`src/rtl/ysyx_210544_rf_wb_arbiter_pkg.sv`:
```
// Shared constants for the regfile writeback arbiter slice.
// Holds the register-index width, data width, regfile depth and the zero word
// used by the arbiter and its scoreboard.
package ysyx_210544_rf_wb_arbiter_pkg;

  localparam int unsigned RIDX_W = 5;
  localparam int unsigned XLEN   = 64;
  localparam int unsigned RF_NUM = 32;

  localparam logic [XLEN-1:0] ZERO_WORD = '0;

endpackage

```
`src/rtl/ysyx_210544_rf_wb_arbiter_scoreboard.sv`:
```
// ysyx_210544_rf_scoreboard: pending-destination vector for long-latency ops.
// Ports:
//   clk, rst          clock, async active-high reset (clears the vector)
//   set_en, set_rd    mark set_rd pending (index 0 is never marked)
//   clr_en, clr_rd    mark clr_rd retired
//   rs1, rs2          hazard query indices
//   rs1_busy, rs2_busy  query results (0 while rst is high)
// A same-cycle set and clear of one index leaves it set.
module ysyx_210544_rf_scoreboard
  import ysyx_210544_rf_wb_arbiter_pkg::*;
(
  input  logic              clk,
  input  logic              rst,
  input  logic              set_en,
  input  logic [RIDX_W-1:0] set_rd,
  input  logic              clr_en,
  input  logic [RIDX_W-1:0] clr_rd,
  input  logic [RIDX_W-1:0] rs1,
  input  logic [RIDX_W-1:0] rs2,
  output logic              rs1_busy,
  output logic              rs2_busy
);

  logic [RF_NUM-1:0] pend;
  logic [RF_NUM-1:0] set_mask;
  logic [RF_NUM-1:0] clr_mask;

  always_comb begin
    set_mask = '0;
    clr_mask = '0;
    if (set_en && (set_rd != '0)) set_mask[set_rd] = 1'b1;
    if (clr_en)                   clr_mask[clr_rd] = 1'b1;
  end

  always_ff @(posedge clk or posedge rst) begin
    if (rst) pend <= '0;
    else     pend <= (pend & ~clr_mask) | set_mask;
  end

  // The issuing op's mask is folded in so the hazard is visible in the issue cycle.
  always_comb begin
    rs1_busy = !rst && (pend[rs1] || set_mask[rs1]);
    rs2_busy = !rst && (pend[rs2] || set_mask[rs2]);
  end

endmodule

```
`src/rtl/ysyx_210544_rf_wb_arbiter.sv`:
```
// ysyx_210544_rf_wb_arbiter: shares the single regfile write port between the
// in-order writeback (source 0) and the long-latency unit (source 1), and
// tracks outstanding long-latency destinations for decode hazard checks.
// Ports:
//   clk, rst                      clock, async active-high reset
//   i_wb0_valid/rd/data, o_wb0_ready   source 0 request / accept
//   i_wb1_valid/rd/data, o_wb1_ready   source 1 request / accept
//   i_issue_valid, i_issue_rd     long-latency op issue (marks rd pending)
//   i_rs1, i_rs2, o_rs1_busy, o_rs2_busy  decode hazard query
//   o_rd, o_rd_wen, o_rd_data     registered regfile write port
// Optional build macro YSYX_210544_RF_WB_PERF_EN adds:
//   o_conflict_cnt  cycles with both sources requesting (wraps)
//   o_starve_hit    pulse when the starvation override grants source 1
module ysyx_210544_rf_wb_arbiter
  import ysyx_210544_rf_wb_arbiter_pkg::*;
#(
  parameter int unsigned STARVE_LIMIT = 3,
  parameter int unsigned CNT_W        = 2
) (
  input  logic              clk,
  input  logic              rst,
  input  logic              i_wb0_valid,
  input  logic [RIDX_W-1:0] i_wb0_rd,
  input  logic [XLEN-1:0]   i_wb0_data,
  output logic              o_wb0_ready,
  input  logic              i_wb1_valid,
  input  logic [RIDX_W-1:0] i_wb1_rd,
  input  logic [XLEN-1:0]   i_wb1_data,
  output logic              o_wb1_ready,
  input  logic              i_issue_valid,
  input  logic [RIDX_W-1:0] i_issue_rd,
  input  logic [RIDX_W-1:0] i_rs1,
  input  logic [RIDX_W-1:0] i_rs2,
  output logic              o_rs1_busy,
  output logic              o_rs2_busy,
  output logic [RIDX_W-1:0] o_rd,
  output logic              o_rd_wen,
  output logic [XLEN-1:0]   o_rd_data
`ifdef YSYX_210544_RF_WB_PERF_EN
  ,
  output logic [31:0]       o_conflict_cnt,
  output logic              o_starve_hit
`endif
);

  localparam logic [CNT_W-1:0] LIMIT = CNT_W'(STARVE_LIMIT);

  logic [CNT_W-1:0] starve_cnt;
  logic             starved;
  logic             grant0;
  logic             grant1;

  always_comb begin
    starved = (starve_cnt == LIMIT);
    grant1  = !rst && i_wb1_valid && (!i_wb0_valid || starved);
    grant0  = !rst && i_wb0_valid && !grant1;
  end

  assign o_wb0_ready = grant0;
  assign o_wb1_ready = grant1;

  always_ff @(posedge clk or posedge rst) begin
    if (rst) begin
      starve_cnt <= '0;
    end else if (i_wb1_valid && !grant1) begin
      if (!starved) starve_cnt <= starve_cnt + 1'b1;
    end else begin
      starve_cnt <= '0;
    end
  end

  always_ff @(posedge clk or posedge rst) begin
    if (rst) begin
      o_rd      <= '0;
      o_rd_wen  <= 1'b0;
      o_rd_data <= ZERO_WORD;
    end else if (grant1) begin
      o_rd      <= i_wb1_rd;
      o_rd_wen  <= (i_wb1_rd != '0);
      o_rd_data <= i_wb1_data;
    end else if (grant0) begin
      o_rd      <= i_wb0_rd;
      o_rd_wen  <= (i_wb0_rd != '0);
      o_rd_data <= i_wb0_data;
    end else begin
      o_rd_wen  <= 1'b0;
    end
  end

  ysyx_210544_rf_scoreboard u_scoreboard (
    .clk      (clk),
    .rst      (rst),
    .set_en   (i_issue_valid),
    .set_rd   (i_issue_rd),
    .clr_en   (grant1),
    .clr_rd   (i_wb1_rd),
    .rs1      (i_rs1),
    .rs2      (i_rs2),
    .rs1_busy (o_rs1_busy),
    .rs2_busy (o_rs2_busy)
  );

`ifdef YSYX_210544_RF_WB_PERF_EN
  always_ff @(posedge clk or posedge rst) begin
    if (rst)                             o_conflict_cnt <= '0;
    else if (i_wb0_valid && i_wb1_valid) o_conflict_cnt <= o_conflict_cnt + 32'd1;
  end

  // Source 1 only wins against a valid source 0 through the override.
  assign o_starve_hit = grant1 && i_wb0_valid;
`endif

endmodule
```
`config.mk`:
```
export PLATFORM = sky130hd
export DESIGN_NAME = ysyx_210544_rf_wb_arbiter
export DESIGN_NICKNAME = d
export VERILOG_FILES = /design/src/rtl/ysyx_210544_rf_wb_arbiter_pkg.sv /design/src/rtl/ysyx_210544_rf_wb_arbiter_scoreboard.sv /design/src/rtl/ysyx_210544_rf_wb_arbiter.sv
export SDC_FILE = /design/constraint.sdc
export NUM_CORES = 1
export LEC_CHECK = 0
export ABC_AREA = 1
export CAP_MARGIN = 20
export CORE_MARGIN = 1.5
export CORE_UTILIZATION = 48
export CTS_CLUSTER_DIAMETER = 150
export DETAILED_ROUTE_END_ITERATION = 6
export GPL_ROUTABILITY_DRIVEN = 0
export GPL_TIMING_DRIVEN = 0
export HOLD_SLACK_MARGIN = 0.1
export PLACE_DENSITY = 0.87
export SYNTH_ARGS = -nofsm -noshare
export SYNTH_HDL_FRONTEND = slang
export SYNTH_SLANG_ARGS = --single-unit
```
`constraint.sdc`:
```
create_clock -name clk -period 7.8 [get_ports clk]
set_input_delay 1.17 -clock clk [delete_from_list [all_inputs] [get_ports clk]]
set_output_delay 1.17 -clock clk [all_outputs]
set_load 0.02 [all_outputs]
```
== Word level (Yosys, flattened, before mapping) ==
Index checks and enable logic that the tools add are counted.
Word-level totals
  register bits after elaboration: 104
  latch bits: 0
  memory bits (writable): 0
  ROM bits: 0
  logic and storage cells: 59
  memories: 0
Operators by class
  add/subtract/negate cells: 1
  multipliers: 0
  div/mod/pow operators: 0
  magnitude comparators: 6
  eq/ne operators: 2
  shift operators: 0
  mux-type cells: 22
  bitwise operators: 3
  reduce and logical (&&, ||, !) cells: 20
Operators by type and width (number)
  $mux W64: 2
  $mux W32: 2
  $and A32 B32 Y32: 1
  $not A32 Y32: 1
  $or A32 B32 Y32: 1
  $lt A5 B6 Y1 const B: 4
  $bmux W1 S5: 4
  $reduce_bool A5 Y1: 3
  $demux W1 S5: 2
  $ge A5 B1 Y1 const B: 2
  $logic_and A1 B1 Y1: 10
  $mux W5: 2
  $mux W1: 8
  $mux W2: 2
  $logic_not A1 Y1: 3
  $logic_or A1 B1 Y1: 3
  $add A2 B1 Y2 const B: 1
  $eq A2 B2 Y1 const B: 1
  $ne A2 B2 Y1 const B: 1
  $reduce_bool A2 Y1: 1

== Depth between registers and ports, before layout ==
Gate-level depths: netlist (run 1).
  depth after elaboration: 9
  depth in mapped cells: 13
  mapped depth without buffers: 13

== Modules after synthesis ==
From an unflattened synthesis (run 1), not the netlist that was laid out.
Second synthesis, totals
  cells, all modules: 1059
  area total of the unflattened synthesis: 6880.3 µm²
By module, submodules not included
  ysyx_210544_rf_wb_arbiter: times used 1, cells each 609, area an instance 4152.7 µm²
  ysyx_210544_rf_scoreboard: times used 1, cells each 450, area an instance 2727.6 µm²

== Least setup slack after synthesis (run 1) ==
Ideal clock, no wire load.
  path type: input -> output
  from: input port rst
  to: output port o_wb0_ready
  arrival time: 4.570 ns
  data required time: 6.630 ns
  slack: 2.060 ns
  cell stages on the path: 4
  path buffers: 1
  cells stage by stage: inv_1 -> nand2_1 -> nor2_1 -> buf_2
On the way
  cells in the longest elaborated chain, start to end: 5
RTL lines
  start, declared: RTL line ysyx_210544_rf_wb_arbiter.sv:21  | input logic rst,
  $logic_not A1 Y1 (no source line) *
  $logic_and A1 B1 Y1 (2 in a row): RTL line ysyx_210544_rf_wb_arbiter.sv:55  | grant1 = !rst && i_wb1_valid && (!i_wb0_valid || starved);
  $logic_not A1 Y1: RTL line ysyx_210544_rf_wb_arbiter.sv:56  | grant0 = !rst && i_wb0_valid && !grant1;
  $logic_and A1 B1 Y1 *: RTL line ysyx_210544_rf_wb_arbiter.sv:56
  end, declared: RTL line ysyx_210544_rf_wb_arbiter.sv:25  | output logic o_wb0_ready,
Every way passes the cells marked *; elsewhere a longest branch is shown, timed or not.

== Final worst setup path (run 1) ==
Same ends and word-level chain as after synthesis.

==> results of run 1 <==
-- logic make-up after synthesis --
kind of cell               after synthesis
xor gates and xnor gates                 1
DFF                                    104
buffers and inverters                   89
AOI/OAI and AO/OA                      111
and+or+nand+nor                        505
adders and majority gates                1
-- sequential cells by signal, summed over array words and instances (netlist names) --
register and count:
starve_cnt 2, o_rd_data 64, u_scoreboard.pend 32, o_rd_wen 1, o_rd 5
-- final cells by class --
| type | count | area (um^2) | share of cell area |
|---|---|---|---|
| multi-input combinational | 618 | 2900 | 0.333 |
| sequential | 104 | 2600 | 0.299 |
| timing repair buffer | 230 | 2310 | 0.266 |
| clock buffer | 10 | 239 | 0.0275 |
| buffer | 44 | 214 | 0.0246 |
| tap | 147 | 184 | 0.0212 |
| inverter | 45 | 171 | 0.0197 |
| clock inverter | 6 | 72.6 | 0.00835 |
-- placed cells by master (no fill, tap or decap), drive strengths merged, types with 13 or more instances in the layout --
cell type and n:
a21oi 23, buf 25, clkbuf 30, clkdlybuf4s50 229, dfrtp 104, inv 46, nand2 250, nand3 199
nor2 38, o211ai 13, o21ai 57
-- power breakdown --
| part | switching (mW) | internal, mW | leakage (nW) |
|---|---|---|---|
| Sequential | 0.0686 | 0.636 | 1.26 |
| Clock | 0.222 | 0.262 | 0.155 |
| Combinational | 0.287 | 0.251 | 2.43 |
| Total | 0.578 | 1.15 | 3.85 |
-- stage by stage --
stage	std cells	area (um^2)	TNS, ns	util
after global routing	1204	8690	0	0.727
after floorplan	811	5880	0	-
final	1204	8690	0	0.727
after CTS	1204	8690	0	0.727
after global placement	1187	8360	-0.898	0.699
after detailed placement	1188	8380	0	0.701
-- metal layers --
| metal | track usage | share of wire | routed length (um) | up-vias |
|---|---|---|---|---|
| met3 | 0.114 | 0.12 | 2610 | 102 |
| met1 | 0.434 | 0.36 | 8110 | 3163 |
| met5 | 0 | 0 | 0 | - |
| met2 | 0.584 | 0.47 | 10500 | 462 |
| met4 | 0.182 | 0.052 | 1170 | 0 |
| li1 | - | - | - | 3229 |
-- worst register-to-register path: stages (launching register included) --
cell	delay, ns
dfrtp_1	0.40
ha_1	0.24
inv_1	0.09
nand2_1	0.06
nand3_1	0.15
inv_2	0.11
nor2_1	0.49
buf_2	0.34
o41ai_1	0.14
nand3_1	0.10
-- final timing paths --
check | startpoint | to | slack, ns | cells after the start
hold reg to reg | u_scoreboard.pend[22] | u_scoreboard.pend[22] | 0.51 | 2
setup reg to reg | starve_cnt[0] | o_rd_wen | 5.62 | 9
setup / recovery | rst | o_wb0_ready | 2.43 | 6
max in group asynchronous | rst | o_rd_data[14] | 5.73 | 3
min in group asynchronous | rst | o_rd_data[57] | 1.33 | 2
hold / removal | u_scoreboard.pend[22] | u_scoreboard.pend[22] | 0.51 | 2
==> results.toml, run 1 <==
[timing]
fin_crit_sh = 0.689
period_needed_ns = 5.37
maxSlewHeadroom = 0.444
finalMaxSlewViolations = 0
tightestPinTransition_ns = 0.834
max_freq_mhz = 186
setup_viol = 0
whs_ns = 0.505
finClkSkew_ns = 0.00751
hold_viol = 0
setup_ws_ns = 2.43
rsz0062_at_grt = "false"

[route]
viasPerCell = 5.78
wirelength_mm = 22.4
drt-wirelength-per-cell_um = 18.6
dr.pass1.iters = 7
drc = 1
initialDrtViolationCount = 820
vias = 6956
ant_nets = 0

[grt]
first_global_vias = 6806
grt_max_degree = 66
grtUsageTotal = 0.360
overflow = 0
antenna_found_initial = 0
grt_first_pass_wirelength_mm = 35.7

[worst_setup_path]
cpMaxStageDelayCell = "clkdlybuf4s50_1"
path_class = "in2out"
cpPeakStageDelay_ns = 0.64
cpLargestDelayFamily = "buffers and inverters"
cp.arrival_ns = 4.20
cp.required_ns = 6.63
path_cells = "clkdlybuf4s50_1 -> inv_4 -> nand2_1 -> nor2_1 -> buf_2 -> clkdlybuf4s50_1"
crit_top_cell = "clkdlybuf4s50_1"
cp_num_buf_inv = 4
start_kind = "input port"
critPathMaxFanout = 65
end_kind = "primary output"

[min_path]
hp-class = "reg2reg"

[cells_and_area]
areaGrowthSynthToFinish_pct = 47.8
diodes = 0
fillers = 965
layout-drive-gt1-share = 0.0615
layout.nets = 1211

[floorplanning]
fp.dieH_um = 114
num_rows = 40
core_area_um2 = 12000
die_x_um = 114
num_io_pins = 232
die-area_um2 = 12900
initial_core_util = 0.492

[synth]
yosys.area_share.simple = 0.380
synth-seq-cells = 104
synth_common_cells = "nand2_1 (244), nand3_1 (197), dfrtp_1 (104)"
syn_nets = 970
synth.distinct_cells = 32
ys.flop_type = "dfrtp_1"
synth_top_area_share = 0.442
yosys_warnings = 0
synth_top_family_by_area = "simple AND/OR/NAND/NOR gates"
ys_seq_area_frac = 0.442
synth_area_per_cell_um2 = 7.25
synthCells = 811
synth.area.mux_share = 0
synth_compound_area_frac = 0.108
synth.area.top_cells = "dfrtp_1 (44%), nand3_1 (17%), nand2_1 (16%)"
synthXorXnorAreaFrac = 0.00149
synth_area_leader_cell = "dfrtp_1"
synthAdderAreaFrac = 0.00213
synth.cell_area_um2 = 5880
yosysMostFrequentCell = "nand2_1"
async_flop_share = 1.00
synth_edf_count = 0

[clocking]
cts_buffer_depth = 2
clk_pin_slew_ns = 0.08
cts.htree.levels = 3
hold_buffers = 0
cts_made_buffers = 9
clk_latency_ns = 0.37
cts.sinks = 104
cts_tree = "built"
root_buffer = "clkbuf_16"
post_cts.repair.setup_buffers = 0
cts_resized = 0

[run_status]
status = "finished with violations"
violations = "design-rule violations"

[pwr]
leakage_nw = 3.85
power.density_nw_per_um2 = 199
vdd_drop_max_mv = 0.162
p_total_mw = 1.73

[placed_design]
dpl_worst_slack_ns = 2.36
place.port_buffers = 229
dp_hpwl_mm = 17.2

[run]
drv_cap = 0
Power figures use the tool's default switching activity.
==> run 2: changes to the inputs <==
- CORE_UTILIZATION: 48 -> 44
- PLACE_DENSITY: 0.87 -> 0.81
- clock period: 7.8 -> 5.3 ns (I/O delays scaled with it)
==> results.toml, run 2 (synthesized netlist as in run 1, its figures left out) <==
[run_status]
status = "finished clean"

[timing]
fin_crit_sh = 0.893
hold_viol = 0
period_needed_ns = 4.73
max_freq_mhz = 211
setup_ws_ns = 0.567
maxSlewHeadroom = 0.553
finalMaxSlewViolations = 0
rsz0062_at_grt = "false"
tightestPinTransition_ns = 0.671
setup_viol = 0
finClkSkew_ns = 0.00745

[floorplanning]
num_rows = 42
num_io_pins = 232
core_area_um2 = 13100
fp.dieH_um = 119
die_x_um = 119
die-area_um2 = 14100
initial_core_util = 0.448

[clocking]
cts_made_buffers = 9
clk_pin_slew_ns = 0.07
clk_latency_ns = 0.36
cts_buffer_depth = 2
cts_tree = "built"
cts_resized = 0
post_cts.repair.setup_buffers = 0
root_buffer = "clkbuf_16"
cts.sinks = 104
hold_buffers = 0
cts.htree.levels = 3

[worst_setup_path]
r2r_end = "o_rd_wen"
critPathMaxFanout = 57
end_kind = "primary output"
rrSetupSlack_ns = 3.16
cp.required_ns = 4.51
start_kind = "input port"
cp.arrival_ns = 3.94
path_depth = 7
crit_top_cell = "clkdlybuf4s50_1"
cpPeakStageDelay_ns = 0.64
ff2ff_path_depth = 9
cp_num_buf_inv = 5
cpLargestDelayFamily = "buffers and inverters"
path_cells = "clkdlybuf4s50_1 -> inv_4 -> buf_16 -> nand2_1 -> nor2_1 -> buf_2 -> clkdlybuf4s50_1"
startpoint = "rst"
r2r_start = "starve_cnt[0]"
path_class = "in2out"
cpMaxStageDelayCell = "clkdlybuf4s50_1"

[cells_and_area]
layout-drive-gt1-share = 0.0615
fillers = 1135
areaGrowthSynthToFinish_pct = 48.0
layout.cells.most_common_list = "nand2_1 (244), clkdlybuf4s50_1 (229), nand3_1 (197)"
largest_reg_flops = 64
layout.nets = 1211
regMostFlops = "o_rd_data"
mostFrequentLayoutCell = "nand2_1"
diodes = 0
top_regs = "o_rd_data x64, u_scoreboard.pend x32, o_rd x5"
finalInstanceArea_um2 = 8710
layout.cells.non_filler = 1233

[route]
drc = 0
initialDrtViolationCount = 952
wirelength_mm = 22.6
dr.pass1.iters = 6
drt-wirelength-per-cell_um = 18.4
vias = 6989
viasPerCell = 5.67
ant_nets = 0

[min_path]
whs_path_depth = 2
min_to = "u_scoreboard.pend[18]"
hp-class = "reg2reg"
worstHoldStart = "u_scoreboard.pend[18]"

[pwr]
leakage_nw = 3.83
p_total_mw = 2.47
power.density_nw_per_um2 = 284
vdd_drop_max_mv = 0.251

[grt]
antenna_found_initial = 0
grt_max_degree = 58
first_global_vias = 6752
grt_first_pass_wirelength_mm = 35.9
grtUsageTotal = 0.325
overflow = 0

[placed_design]
dpl_worst_slack_ns = 0.504
place_area_um2 = 8430
place_inst = 1217
place.port_buffers = 229
dp_hpwl_mm = 17.3

[run]
drv_cap = 0
[run 2: cell count changes in the layout (fill, tap and decap cells not counted)]
cell | previous run | this run
buf_12 | 1 | 0
inv_8 | 1 | 0
clkinv_2 | 1 | 2
inv_6 | 2 | 1
clkinvlp_4 | 0 | 2
bufinv_16 | 1 | 0
buf_16 | 0 | 1
[run 2: worst min-delay path: stages (launching register included)]
cell	delay, ns
dfrtp_1	0.34
o21ai_0	0.08
nand2_1	0.06
[run 2: report_power, final]
part | internal (mW) | leakage [nW] | switching [mW]
clock | 0.333 | 0.135 | 0.316
sequential | 0.936 | 1.26 | 0.0959
combinational | 0.370 | 2.43 | 0.421
[run 2: through the flow]
stage,util,setup TNS [ns],hold slack (ns)
2_1_floorplan,-,0,0.466
3_3_place_gp,0.639,-131.31,0.483
3_5_place_dp,0.641,0,0.497
4_1_cts,0.663,0,0.512
5_1_grt,0.663,0,0.538
6_report,0.663,0,0.502
[run 2: worst max-delay path by stage]
stage                       end  slack (ns)
floorplan           o_wb0_ready        0.31
detailed placement  o_wb0_ready        0.50
global route        o_wb0_ready        0.25
global placement    o_wb0_ready       -2.65
finish              o_wb0_ready        0.57
CTS                 o_wb0_ready        0.48
[run 2: area by class of cell]
cell class	instances	area [um^2]	share of cell area
multi-input combinational	618	2900	0.333
sequential	104	2600	0.299
timing repair buffer	230	2320	0.266
clock buffer	10	239	0.0274
tap	176	220	0.0253
buffer	44	214	0.0246
inverter	45	171	0.0197
clock inverter	6	42.5	0.00489
[run 2: per-layer routing]
| layer | track usage | vias up | part of all wire |
|---|---|---|---|
| met5 | 0 | - | 0 |
| met3 | 0.0849 | 81 | 0.10 |
| met1 | 0.410 | 3251 | 0.39 |
| met4 | 0.120 | 0 | 0.035 |
| li1 | - | 3221 | - |
| met2 | 0.539 | 436 | 0.47 |
==> run 3: changes to the inputs <==
- ABC_CLOCK_PERIOD_IN_PS: default -> 5300
- SLEW_MARGIN: default -> 20
==> results.toml, run 3 (synthesized netlist as in run 1, its figures left out) <==
[route]
initialDrtViolationCount = 916
wirelength_mm = 22.6
drt-wirelength-per-cell_um = 18.3
dr.pass1.iters = 6
vias = 6971
drc = 0
viasPerCell = 5.66
ant_nets = 0

[pwr]
power.density_nw_per_um2 = 284
switching_share = 0.332
p_int_mw = 1.65
clkPwrFrac = 0.262
vdd_drop_max_mv = 0.213
leakage_nw = 3.83
p_total_mw = 2.47
pwr-share-comb = 0.320
seqPwrFrac = 0.418
p_sw_mw = 0.821

[worst_setup_path]
cp.required_ns = 4.51
rrSetupSlack_ns = 3.17
path_class = "in2out"
start_kind = "input port"
end_kind = "primary output"
cp.arrival_ns = 3.79
critPathMaxFanout = 71

[clocking]
cts_buffer_depth = 2
cts_made_buffers = 9
cts_tree = "built"
cts.htree.levels = 3
clk_latency_ns = 0.35
post_cts.repair.setup_buffers = 0
cts_resized = 0
hold_buffers = 0
cts.sinks = 104
root_buffer = "clkbuf_16"
clk_pin_slew_ns = 0.07

[floorplanning]
fp.dieH_um = 119
num_io_pins = 232
die_x_um = 119
initial_core_util = 0.448
die-area_um2 = 14100
num_rows = 42
core_area_um2 = 13100

[cells_and_area]
layout.nets = 1211
fillers = 1132
finalInstanceArea_um2 = 8710
top_regs = "o_rd_data x64, u_scoreboard.pend x32, o_rd x5"
layout-drive-gt1-share = 0.0606
areaGrowthSynthToFinish_pct = 48.0
largest_reg_flops = 64
layout.cells.most_common_list = "nand2_1 (244), clkdlybuf4s50_1 (229), nand3_1 (197)"
diodes = 0
mostFrequentLayoutCell = "nand2_1"
regMostFlops = "o_rd_data"

[timing]
finalMaxSlewViolations = 0
maxSlewHeadroom = 0.577
tightestPinTransition_ns = 0.632
rsz0062_at_grt = "false"
period_needed_ns = 4.59
fin_crit_sh = 0.865
max_freq_mhz = 218
hold_viol = 0
finClkSkew_ns = 0.00788
whs_ns = 0.501
setup_viol = 0

[grt]
grt_first_pass_wirelength_mm = 36.3
first_global_vias = 6887
grt_max_degree = 72
grtUsageTotal = 0.330
overflow = 0
antenna_found_initial = 0

[run]
drv_cap = 0

[min_path]
hp-class = "reg2reg"

[placed_design]
place_area_um2 = 8430
dp_hpwl_mm = 17.3
place.port_buffers = 229

[run_status]
status = "finished clean"
-- run 3: cell count changes in the layout (fill, tap and decap cells not counted), sizes merged --
cell    change
clkbuf      +1
clkinv      -2
-- run 3: stage by stage --
| step | instances | worst slack, ns | setup TNS (ns) | util |
|---|---|---|---|---|
| final | 1232 | 0.714 | 0 | 0.663 |
| after detailed placement | 1217 | 0.646 | 0 | 0.642 |
| after floorplan | 811 | 0.310 | 0 | - |
| after global routing | 1232 | 0.404 | 0 | 0.663 |
| after CTS | 1232 | 0.634 | 0 | 0.663 |
| after global placement | 1216 | -2.65 | -131.31 | 0.639 |
-- run 3: layout make-up --
class | instances | area, um^2 | area share
multi-input cells | 618 | 2900 | 0.333
clock buffers | 11 | 253 | 0.0290
flip-flops and latches | 104 | 2600 | 0.299
clock inverters | 4 | 28.8 | 0.00330
well taps | 176 | 220 | 0.0253
inverters | 45 | 174 | 0.0200
plain buffers | 44 | 214 | 0.0246
repair buffers | 230 | 2320 | 0.266
-- run 3: metal layers --
metal | part of all wire | vias to the layer above | wire length, um | global-route usage
li1 | - | 3225 | - | -
met1 | 0.38 | 3240 | 8530 | 0.397
met2 | 0.48 | 446 | 10900 | 0.557
met3 | 0.11 | 60 | 2460 | 0.102
met4 | 0.031 | 0 | 703 | 0.117
met5 | 0 | - | 0 | 0
-- run 3: power groups by stage --
| stage | Sequential (mW) | Clock (mW) | Combinational, mW |
|---|---|---|---|
| 6_report | 1.03 | 0.646 | 0.791 |
| 4_1_cts | 1.03 | 0.657 | 0.787 |
| 3_3_place_gp | 1.04 | 0 | 0.772 |
| 5_1_grt | 1.05 | 0.688 | 0.856 |
| 2_1_floorplan | 1.12 | 0 | 0.283 |
| 3_5_place_dp | 1.04 | 0 | 0.783 |
-- run 3: worst max-delay path: stages --
cell,delay [ns]
clkdlybuf4s50_1,0.47
inv_6,0.31
buf_16,0.36
nand2_1,0.28
nor2_1,0.57
buf_2,0.33
clkdlybuf4s50_1,0.64
-- run 3: final timing paths --
check	startpoint	to	cells after the start
max reg2reg	starve_cnt[0]	o_rd_wen	9
min	u_scoreboard.pend[18]	u_scoreboard.pend[18]	2
min in group asynchronous	rst	o_rd_data[38]	2
max	rst	o_wb0_ready	7
max in group asynchronous	rst	u_scoreboard.pend[29]	3
min reg2reg	u_scoreboard.pend[18]	u_scoreboard.pend[18]	2
